--- config.mk ---
export PLATFORM = sky130hd
export DESIGN_NAME = decoder_nxm_seq_flat
export DESIGN_NICKNAME = d
export VERILOG_FILES = /design/src/rtl/decoder_pkg.sv /design/src/rtl/decoder_nxm_seq_if.sv /design/src/rtl/scan_prescaler.sv /design/src/rtl/decoder_nxm_seq.sv /design/src/flat_wrapper.sv
export SDC_FILE = /design/constraint.sdc
export NUM_CORES = 1
export LEC_CHECK = 0
export ABC_AREA = 1
export CAP_MARGIN = 10
export CORE_AREA = 2 2 39 41
export DETAILED_ROUTE_END_ITERATION = 10
export DIE_AREA = 0 0 41 43
export DONT_BUFFER_PORTS = 1
export PLACE_DENSITY = 0.65
export SLEW_MARGIN = 25
export SYNTH_ARGS = -nofsm -noshare
export SYNTH_HDL_FRONTEND = slang
export SYNTH_SLANG_ARGS = --single-unit
--- constraint.sdc ---
create_clock -name clk -period 3.29 [get_ports clk]
set_input_delay 0.329 -clock clk [delete_from_list [all_inputs] [get_ports clk]]
set_output_delay 0.329 -clock clk [all_outputs]
set_load 0.03 [all_outputs]
--- src/rtl/decoder_pkg.sv ---
// Shared encodings for decoder_nxm_seq.
//   mode_e  : 2-bit operating mode presented on the bus interface
//   state_e : decoder state (IDLE = outputs inactive, ACTIVE = one-hot of idx)
package decoder_pkg;

  typedef enum logic [1:0] {
    ModeDecode   = 2'b00,
    ModeScanUp   = 2'b01,
    ModeScanDown = 2'b10,
    ModeHold     = 2'b11
  } mode_e;

  typedef enum logic {
    StIdle   = 1'b0,
    StActive = 1'b1
  } state_e;

endpackage

--- src/rtl/decoder_nxm_seq_if.sv ---
// Bus interface for decoder_nxm_seq.
//   master : drives en, mode, sel, sel_valid; observes sel_ready, y, y_valid, idx, wrap
//   slave  : the decoder side (opposite directions)
interface decoder_nxm_seq_if #(
  parameter int unsigned SEL_W = 2,
  parameter int unsigned OUT_W = 2 ** SEL_W
);
  import decoder_pkg::*;

  logic             en;
  mode_e            mode;
  logic [SEL_W-1:0] sel;
  logic             sel_valid;
  logic             sel_ready;
  logic [OUT_W-1:0] y;
  logic             y_valid;
  logic [SEL_W-1:0] idx;
  logic             wrap;

  modport master (
    output en, mode, sel, sel_valid,
    input  sel_ready, y, y_valid, idx, wrap
  );

  modport slave (
    input  en, mode, sel, sel_valid,
    output sel_ready, y, y_valid, idx, wrap
  );

endinterface

--- src/rtl/scan_prescaler.sv ---
// Step-tick generator for the scan modes.
//   clk   : clock
//   rst_n : synchronous active-low reset (count -> 0)
//   clr   : restart the count from 0 this cycle
//   run   : count this cycle
//   tick  : combinational, high on the cycle whose edge completes SCAN_DIV counts
module scan_prescaler #(
  parameter int unsigned SCAN_DIV = 1
) (
  input  logic clk,
  input  logic rst_n,
  input  logic clr,
  input  logic run,
  output logic tick
);

  localparam int unsigned CntW = (SCAN_DIV > 1) ? $clog2(SCAN_DIV) : 1;
  localparam logic [CntW-1:0] TermCnt = CntW'(SCAN_DIV - 1);

  logic [CntW-1:0] cnt_q, cnt_d, cnt_eff;

  // A clear acts on the same cycle, so a freshly entered scan mode counts from 0.
  always_comb begin
    cnt_eff = clr ? '0 : cnt_q;
    tick    = run && (cnt_eff == TermCnt);
    cnt_d   = cnt_eff;
    if (run) begin
      cnt_d = tick ? '0 : cnt_eff + CntW'(1);
    end
  end

  always_ff @(posedge clk) begin
    if (!rst_n) begin
      cnt_q <= '0;
    end else begin
      cnt_q <= cnt_d;
    end
  end

endmodule

--- src/rtl/decoder_nxm_seq.sv ---
// Sequenced N-to-M one-hot decoder with decode, scan-up, scan-down and hold modes.
//   clk   : clock, all state on rising edge
//   rst_n : synchronous active-low reset
//   bus   : decoder_nxm_seq_if.slave
//           en/mode/sel/sel_valid in; sel_ready (combinational), y, y_valid, idx, wrap
//           (all registered) out
module decoder_nxm_seq
  import decoder_pkg::*;
#(
  parameter int unsigned SEL_W      = 2,
  parameter int unsigned OUT_W      = 2 ** SEL_W,
  parameter int unsigned SCAN_DIV   = 1,
  parameter bit          ACTIVE_LOW = 1'b0
) (
  input logic              clk,
  input logic              rst_n,
  decoder_nxm_seq_if.slave bus
);

  localparam logic [OUT_W-1:0] YIdle  = {OUT_W{ACTIVE_LOW}};
  localparam logic [SEL_W-1:0] IdxMax = SEL_W'(OUT_W - 1);

  state_e           state_q, state_d;
  logic [SEL_W-1:0] idx_q, idx_d;
  logic [OUT_W-1:0] y_q, y_d;
  logic             y_valid_q;
  logic             wrap_q, wrap_d;
  mode_e            mode_q;
  logic             scan_run, scan_clr, scan_tick;

  // mode_q is the mode seen at the previous edge; a difference restarts the divider.
  assign scan_run = bus.en && (bus.mode == ModeScanUp || bus.mode == ModeScanDown);
  assign scan_clr = !bus.en || (bus.mode != mode_q);

  scan_prescaler #(
    .SCAN_DIV (SCAN_DIV)
  ) u_prescaler (
    .clk   (clk),
    .rst_n (rst_n),
    .clr   (scan_clr),
    .run   (scan_run),
    .tick  (scan_tick)
  );

  assign bus.sel_ready = rst_n && bus.en && (bus.mode == ModeDecode);

  always_comb begin
    state_d = state_q;
    idx_d   = idx_q;
    wrap_d  = 1'b0;
    if (!bus.en) begin
      state_d = StIdle;
    end else begin
      unique case (bus.mode)
        ModeDecode: begin
          if (bus.sel_valid && bus.sel_ready) begin
            state_d = StActive;
            idx_d   = bus.sel;
          end
        end
        ModeScanUp: begin
          if (scan_tick) begin
            state_d = StActive;
            if (state_q == StIdle) begin
              idx_d = '0;
            end else begin
              // OUT_W is a power of two, so the add wraps modulo OUT_W.
              idx_d  = idx_q + SEL_W'(1);
              wrap_d = (idx_q == IdxMax);
            end
          end
        end
        ModeScanDown: begin
          if (scan_tick) begin
            state_d = StActive;
            if (state_q == StIdle) begin
              idx_d = IdxMax;
            end else begin
              idx_d  = idx_q - SEL_W'(1);
              wrap_d = (idx_q == '0);
            end
          end
        end
        ModeHold: begin
        end
      endcase
    end

    y_d = YIdle;
    if (state_d == StActive) begin
      y_d[idx_d] = ~ACTIVE_LOW;
    end
  end

  always_ff @(posedge clk) begin
    if (!rst_n) begin
      state_q   <= StIdle;
      idx_q     <= '0;
      y_q       <= YIdle;
      y_valid_q <= 1'b0;
      wrap_q    <= 1'b0;
      mode_q    <= ModeDecode;
    end else begin
      state_q   <= state_d;
      idx_q     <= idx_d;
      y_q       <= y_d;
      y_valid_q <= (state_d == StActive);
      wrap_q    <= wrap_d;
      mode_q    <= bus.mode;
    end
  end

  assign bus.y       = y_q;
  assign bus.y_valid = y_valid_q;
  assign bus.idx     = idx_q;
  assign bus.wrap    = wrap_q;

endmodule

--- src/flat_wrapper.sv ---
// flat-port wrapper written by rule: the top's interface ports become plain ports
module decoder_nxm_seq_flat import decoder_pkg::*;
#(
  parameter int unsigned SEL_W      = 2,
  parameter int unsigned OUT_W      = 2 ** SEL_W,
  parameter int unsigned SCAN_DIV   = 1,
  parameter bit          ACTIVE_LOW = 1'b0
)
  (clk, rst_n, bus_en, bus_mode, bus_sel, bus_sel_valid, bus_sel_ready, bus_y, bus_y_valid, bus_idx, bus_wrap);
  decoder_nxm_seq_if #(.SEL_W(SEL_W), .OUT_W(OUT_W)) bus_i ();
  input logic clk;
  input logic rst_n;
  input wire logic [$bits(bus_i.en)-1:0] bus_en;
  input wire logic [$bits(bus_i.mode)-1:0] bus_mode;
  input wire logic [$bits(bus_i.sel)-1:0] bus_sel;
  input wire logic [$bits(bus_i.sel_valid)-1:0] bus_sel_valid;
  output wire logic [$bits(bus_i.sel_ready)-1:0] bus_sel_ready;
  output wire logic [$bits(bus_i.y)-1:0] bus_y;
  output wire logic [$bits(bus_i.y_valid)-1:0] bus_y_valid;
  output wire logic [$bits(bus_i.idx)-1:0] bus_idx;
  output wire logic [$bits(bus_i.wrap)-1:0] bus_wrap;
  assign bus_i.en = bus_en;
  assign bus_i.mode = bus_mode;
  assign bus_i.sel = bus_sel;
  assign bus_i.sel_valid = bus_sel_valid;
  assign bus_sel_ready = bus_i.sel_ready;
  assign bus_y = bus_i.y;
  assign bus_y_valid = bus_i.y_valid;
  assign bus_idx = bus_i.idx;
  assign bus_wrap = bus_i.wrap;
  decoder_nxm_seq #(.SEL_W(SEL_W), .OUT_W(OUT_W), .SCAN_DIV(SCAN_DIV), .ACTIVE_LOW(ACTIVE_LOW)) u_core (.clk(clk), .rst_n(rst_n), .bus(bus_i));
endmodule
## Word level (Yosys, flattened, before mapping)

Cells that the tools add are included.

| cells by class | value |
|---|---|
| add/sub/neg operators | 3 |
| reductions and logical operators | 14 |
| equality and inequality tests | 4 |
| multiplexer cells | 21 |
| $lt $le $gt $ge | 2 |
| bitwise logic cells | 1 |

Operators by type and width:

| kind | count |
|---|---|
| $mux 2 | 6 |
| $mux 1 | 11 |
| $logic_and 1x1->1 | 6 |
| $pmux 2 s3 | 1 |
| $eq 2x2->1 const B | 2 |
| $logic_not 2->1 | 2 |
| $pmux 1 s2 | 2 |
| $reduce_and 2->1 | 2 |
| $lt 2x3->1 const B | 1 |
| $add 2x1->2 const B | 1 |
| $demux 1 s2 | 1 |
| $eq 2x1->1 const B | 1 |
| $ge 2x1->1 const B | 1 |
| $logic_or 1x1->1 | 2 |
| $ne 2x2->1 | 1 |
| $reduce_or 2->1 | 1 |
| $sub 2x1->2 const B | 1 |
| $add 1x1->1 const B | 1 |
| $logic_not 1->1 | 1 |
| $not 1->1 | 1 |

| storage, ports and cells | value |
|---|---|
| register bits | 11 |
| logic and storage cells | 51 |
| output and inout bits | 9 |
| input bits | 8 |

## Logic depth before layout (Yosys ltp)

Gate-level depths: netlist (run 1).

| depth | value |
|---|---|
| depth after elaboration | 12 |
| gate-level depth with buffers | 13 |
| mapped depth without buffers | 13 |

## Hierarchy

Synthesis (run 1) repeated with hierarchy kept, for this count alone.

| second synthesis, totals | value |
|---|---|
| cell total of the unflattened synthesis | 92 |
| area total of the unflattened synthesis | 686.9 um^2 |

Modules (own cells, without submodules):

| module | sequential area each (um^2) | area each (um^2) | times used | cells each |
|---|---|---|---|---|
| decoder_nxm_seq | 200.2 | 643.1 | 1 | 85 |
| scan_prescaler | 20.0 | 43.8 | 1 | 7 |

## Least setup slack after synthesis (run 1)

No wires, ideal clock.

| timing path | value |
|---|---|
| path kind | reg2reg |
| start point | register u_core.idx_q[0], in the netlist u_core.bus.idx[0] |
| end point | register u_core.y_q[0], in the netlist u_core.bus.y[0] |
| library setup time | 0.064 ns |
| stages on the path, launching flop included | 11 |
| buffers on the path | 0 |
| clock period less this slack | 1.720 ns |
| required time | 3.226 ns |
| slack | 1.570 ns |
| arrival time | 1.656 ns |
| cells stage by stage | dfxtp_1 -> inv_1 -> ha_1 -> nand2_1 -> nand2_1 -> a21oi_1 -> nand3_1 -> nand2_1 -> a21oi_1 -> inv_1 -> nor2_1 |

| on the way | value |
|---|---|
| longest elaborated chain between the ends | 9 |
| elaborated cells on any way between the ends | 14 |
| those cells by class | 2 x add/sub; 2 x order compare; 9 x mux; 1 x reduce/logical |

Ends and longest elaborated chain:

| item | line | RTL |
|---|---|---|
| start, declared | decoder_nxm_seq.sv:24 | `logic [SEL_W-1:0] idx_q, idx_d;` |
| start signal, assigned | decoder_nxm_seq.sv:105 | `idx_q <= idx_d;` |
| $sub 2x1->2 or $add 2x1->2 (tied branches) | decoder_nxm_seq.sv:79, decoder_nxm_seq.sv:68 |  |
| $mux 2, on equally long branches | decoder_nxm_seq.sv:76, decoder_nxm_seq.sv:64 |  |
| $mux 2, on equally long branches | decoder_nxm_seq.sv:74, decoder_nxm_seq.sv:62 |  |
| $pmux 2 s3 | decoder_nxm_seq.sv:54 | `unique case (bus.mode)` |
| $mux 2 * | decoder_nxm_seq.sv:51 | `if (!bus.en) begin` |
| $lt 2x3->1 (implied by the code) or $ge 2x1->1 (tied branches) | decoder_nxm_seq.sv:91 | `y_d[idx_d] = ~ACTIVE_LOW;` |
| $logic_and 1x1->1 (implied by the code) | decoder_nxm_seq.sv:91 |  |
| $mux 1 (implied by the code) | decoder_nxm_seq.sv:91 |  |
| $demux 1 s2 * | -- |  |
| end signal, assigned | decoder_nxm_seq.sv:99 | `y_q <= YIdle;` |
| end signal, assigned | decoder_nxm_seq.sv:106 | `y_q <= y_d;` |
| end, declared | decoder_nxm_seq.sv:25 | `logic [OUT_W-1:0] y_q, y_d;` |

Every way passes the cells marked *; elsewhere a longest branch is shown, timed or not.
A chain may end at the register's enable or synchronous reset.

## Worst setup path in the final report (run 1)

Same ends and word-level chain as after synthesis.

==> impl_metrics.csv, run 1 <==
group,metric,value,unit
outcome,status,"finished, final reports clean",
clock_network,cts_setup_buffers,0,
floorplan,initial_core_util,48.4,%
cells_and_area,fillCellCount,166,
timing,tns,0,ns
cells_and_area,final_layout_size_suffix_gt1_share,10.4,%
grt,overflow,0,
route,route.detailed.drc,0,
placement,gp_congestion,0.807,
clock_network,clkTransAtPathRegs,0.07,ns
synth,ys_warn_count,0,
timing,grt_setup_unrepaired,"no",
critical_path,rr_startpoint,"u_core.bus.idx[0]",
synth,async_flop_share,0,%
grt,grt_pass1_vias,539,
timing,finalSetupViolCount,0,
clock_network,cts_buffer_depth,2,
timing,fin_crit_sh,57.3,%
route,wl,1280,um
critical_path,path_class,"register to register",
power_and_ir_drop,powerDensity,385,nW/um2
cells_and_area,num_antenna_cells,0,
timing,finalHoldViolCount,0,
cells_and_area,final_cell_mix,"nand2_1, inv_1, dfxtp_1, nor2_1, nand3_1",
clock_network,cts_tree,"done",
clock_network,numCtsBuffers,3,
placement,dp_slack,1.39,ns
critical_path,crit_fanout,6,
timing,max_freq,531,MHz
critical_path,worst_setup_path_start_kind,"register",
power_and_ir_drop,power.leakage,0.000377,uW
timing,worst_slack,1.41,ns
route,wl_per_cell,10.5,um
synth,avgSynthCellArea,6.56,um2
floorplan,die_w,41,um
hold_path,min-delay-start,"bus_mode[0]",
clock_network,clkLatencyLatePin,0.26,ns
synth,synth_area,669,um2
hold_path,min_path_type,"input pin to register",
route,drt_iter0_markers,12,
cells_and_area,final_common_cell,"nand2_1",
route,ant_nets,0,
synth,ys_ff_latch,11,
critical_path,cp.arrival,2.08,ns
synth,yosysSeqAreaShare,32.9,%
clock_network,numClockSinks,11,
grt,grt_first_pass_wirelength,2120,um
cells_and_area,fin_util,51.7,%
synth,synth_largest_area_cell,"dfxtp_1",
timing,tightest_slew,0.443,ns
floorplan,io_pins,17,
floorplan,core-area,1380,um2
clock_network,cts_htree_levels,1,
route,vias,609,
grt,grt_max_degree,7,
route,vias_per_cell,4.99,
floorplan,fp.dieH,43,um
grt,track_usage,17.8,%
placement,hpwl,1040,um
timing,worst_hold_slack,0.157,ns
clock_network,cts_root_buf,"clkbuf_4",
clock_network,cts.repair.resized,0,
cells_and_area,nNetsFinal,121,
clock_network,cts_hold_buf,0,
synth,synth_nets,116,
timing,fin_skew,0.00592,ns
timing,relSlewSlack,70.4,%
flow_run,cap_violations,0,
critical_path,worstSetupEndpointType,"register",
critical_path,cp.required,3.49,ns
route,dr.pass1.iters,4,
synth,synth_cell_type_count,19,
grt,antenna_found_initial,0,
timing,fin_crit,1.88,ns
power_and_ir_drop,irDropWorstVdd,0.277,mV
synth,synth_edf_count,0,
synth,synth_top_area_share,32.9,%
critical_path,startpoint,"u_core.bus.idx[0]",
floorplan,rows,14,
cells_and_area,syn2layout_area_growth,6.92,%
synth,yosys-top-cells-area,"dfxtp_1, nand2_1, ha_1, inv_1, nor2_1",
timing,maxSlewViolCount,0,
placement,port-buffer-count,0,
synth,synthCells,102,
synth,synth_ff_type,"dfxtp_1",
floorplan,die-area,1760,um2
==> final timing paths <==
check,endpoint,slack (ns),cells past startpoint
worst max-delay path,u_core.bus.y[0],1.41,10
worst min-delay path,u_core.mode_q[0],0.16,2
worst max register to register,u_core.bus.y[0],1.41,10
worst min register to register,u_core.u_prescaler.cnt_q,0.61,4
==> cell families (layout without fill, tap and decap cells) <==
| kind of cell | after synthesis | in the layout | synth area share [%] |
|---|---|---|---|
| AND/OR/NAND/NOR | 59 | 59 | 38.3 |
| buffers and inverters | 18 | 22 | 10.1 |
| flip-flops | 11 | 11 | 32.9 |
| AO/OA/AOI/OAI | 8 | 8 | 7.48 |
| adder cells (fa/ha/maj) | 6 | 6 | 11.2 |
==> Yosys cell counts (2+ instances only) <==
library cell and instances:
nor3_1 2, nand2_1 33, inv_2 2, inv_1 15
nor2_1 10, nand2_2 3, a21oi_1 3, nand3_1 7
ha_1 6, o21ai_0 2, dfxtp_1 11
==> final cells by class <==
class                   count  area [um2]  area share [%]
clock buffers               4        26.3            3.67
inverters                  18        67.6            9.44
multi-input cells          73         382            53.3
flip-flops and latches     11         220            30.8
well taps                  16        20.0            2.80
==> metal layers <==
layer  up-vias  track usage, %  part of all wire [%]
met3         0            11.0                   6.5
met1       271            20.2                    46
met2        18            27.5                    47
li1        320               -                     -
met5         -               0                     0
met4         0            4.00                     0
==> power breakdown <==
part / switching [uW] / total (uW) / internal, uW
logic: 27.4 / 42.1 / 14.7
clock network: 41.8 / 88.6 / 46.8
registers: 7.94 / 145 / 137
==> stage by stage <==
step / total power (uW) / instance area (um2) / cells
finish: 275 / 716 / 122
global route: 295 / 716 / 122
CTS: 281 / 716 / 122
detailed placement: 190 / 689 / 118
global placement: 190 / 689 / 118
floorplan: 182 / 669 / 102
==> sequential cells by signal, indices dropped and copies added, names as in the netlist <==
signal / count
u_core.bus.wrap: 1
u_core.state_q: 1
u_core.mode_q: 2
u_core.bus.y: 4
u_core.u_prescaler.cnt_q: 1
u_core.bus.idx: 2
==> critical path, stage by stage, from the launching register on <==
cell     delay [ns]
dfxtp_1        0.56
inv_1          0.19
ha_1           0.34
nand2_1        0.05
nand2_1        0.07
a21oi_1        0.06
nand3_1        0.08
nand2_1        0.05
a21oi_1        0.23
inv_1          0.09
nor2_1         0.10
Note: power is estimated with default switching activity, not from simulation.
==> run 2: changes to the inputs <==
==> constraint.sdc (replaced) <==
create_clock -name clk -period 1.96 [get_ports clk]
set_input_delay 0.196 -clock clk [delete_from_list [all_inputs] [get_ports clk]]
set_output_delay 0.196 -clock clk [all_outputs]
set_load 0.03 [all_outputs]
==> impl_metrics.csv, run 2 (synthesized netlist as in run 1, its figures left out) <==
group,metric,value,unit
outcome,status,"finished, final reports clean",
cells_and_area,syn2layout_area_growth,9.16,%
cells_and_area,multiInputGateArea,382,um2
timing,finalSetupViolCount,0,
floorplan,fp.dieH,43,um
timing,fin_crit_sh,80.8,%
clock_network,cts_setup_buffers,0,
critical_path,crit_chain,"inv_1 -> ha_1 -> nand2_1 -> nand2_1 -> a21oi_1 -> nand3_1 -> nand2_1 -> a21oi_1 -> inv_1 -> nor2_1",
timing,relSlewSlack,71.3,%
clock_network,cts_tree,"done",
route,route.detailed.drc,0,
cells_and_area,fillCellCount,149,
critical_path,max_stage_delay,0.34,ns
floorplan,core-area,1380,um2
clock_network,numCtsBuffers,3,
timing,fin_crit,1.58,ns
route,wl_per_cell,10.3,um
clock_network,cts_root_buf,"clkbuf_4",
clock_network,numClockSinks,11,
clock_network,cts_buffer_depth,2,
power_and_ir_drop,powerDensity,640,nW/um2
route,vias,616,
timing,tns,0,ns
critical_path,cp_common_cell,"nand2_1",
flow_run,cap_violations,0,
clock_network,cts_htree_levels,1,
timing,max_freq,632,MHz
grt,grt_max_degree,7,
cells_and_area,final_cell_mix,"nand2_1, inv_1, dfxtp_1, nor2_1, nand3_1",
clock_network,cts_hold_buf,0,
route,dr.pass1.iters,4,
placement,port-buffer-count,0,
power_and_ir_drop,power.leakage,0.000388,uW
grt,grt_first_pass_wirelength,2130,um
route,drt_iter0_markers,9,
cells_and_area,largest_reg_flops,4,
clock_network,cts.repair.resized,0,
route,wl,1280,um
cells_and_area,design_area,731,um2
cells_and_area,nNetsFinal,123,
critical_path,cpMaxStageDelayCell,"dfxtp_1",
timing,tightest_slew,0.429,ns
placement,hpwl,1070,um
placement,gp_congestion,0.796,
critical_path,path_class,"register to register",
cells_and_area,num_antenna_cells,0,
timing,grt_setup_unrepaired,"no",
grt,grt_pass1_vias,574,
route,ant_nets,0,
grt,overflow,0,
floorplan,die_w,41,um
critical_path,cp.required,2.16,ns
cells_and_area,final_layout_size_suffix_gt1_share,12.0,%
critical_path,crit_fanout,6,
route,vias_per_cell,4.97,
floorplan,initial_core_util,48.4,%
timing,finalHoldViolCount,0,
critical_path,worstSetupEndpointType,"register",
clock_network,clkTransAtPathRegs,0.07,ns
grt,antenna_found_initial,0,
floorplan,rows,14,
timing,fin_skew,0.000722,ns
placement,place_area,704,um2
critical_path,worst_setup_path_start_kind,"register",
timing,maxSlewViolCount,0,
floorplan,die-area,1760,um2
cells_and_area,area.sequential,220,um2
power_and_ir_drop,total_power,468,uW
floorplan,io_pins,17,
grt,track_usage,17.9,%
clock_network,clkLatencyLatePin,0.26,ns
cells_and_area,final_common_cell,"nand2_1",
critical_path,cp.arrival,1.79,ns
hold_path,min_path_type,"input pin to register",
power_and_ir_drop,irDropWorstVdd,0.391,mV
## run 2: layout make-up
class | instances | area share [%]
multi-input cells | 73 | 52.2
flip-flops and latches | 11 | 30.1
inverters | 18 | 9.25
clock buffers | 4 | 3.60
well taps | 16 | 2.74
repair buffers | 2 | 2.05
## run 2: worst paths after layout
path | start | end | slack [ns] | depth (start not counted)
hold reg to reg | u_core.u_prescaler.cnt_q | u_core.u_prescaler.cnt_q | 0.61 | 4
setup reg to reg | u_core.bus.idx[0] | u_core.bus.y[0] | 0.38 | 10
hold / removal | bus_mode[0] | u_core.mode_q[0] | 0.03 | 2
setup / recovery | u_core.bus.idx[0] | u_core.bus.y[0] | 0.38 | 10
## run 2: through the flow
step / cells / util, % / worst slack [ns] / hold WS [ns]
floorplan: 102 / - / 0.240 / 0.289
global placement: 120 / 50.9 / 0.312 / 0.295
detailed placement: 120 / 50.9 / 0.290 / 0.301
CTS: 124 / 52.8 / 0.365 / 0.0189
global route: 124 / 52.8 / 0.238 / 0.0168
finish: 124 / 52.8 / 0.377 / 0.0310
## run 2: per-layer routing
layer | track usage, % | part of all wire (%) | up-vias
li1 | - | - | 325
met1 | 21.5 | 43 | 270
met2 | 27.2 | 49 | 21
met3 | 9.95 | 8.1 | 0
met4 | 4.00 | 0 | 0
met5 | 0 | 0 | -
## run 2: critical path, delay by kind of cell (launching register included)
family	cells	cell delay [ns]
DFF	1	0.34
adders and majority gates	1	0.31
buffers and inverters	2	0.21
and+or+nand+nor	5	0.36
AOI/OAI and AO/OA	2	0.33
## run 2: power breakdown
group | leakage (uW) | switching [uW] | internal, uW
clock network | 0.0000150 | 71.5 | 78.7
logic | 0.000283 | 52.8 | 27.6
registers | 0.0000895 | 7.51 | 230
total | 0.000388 | 132 | 336
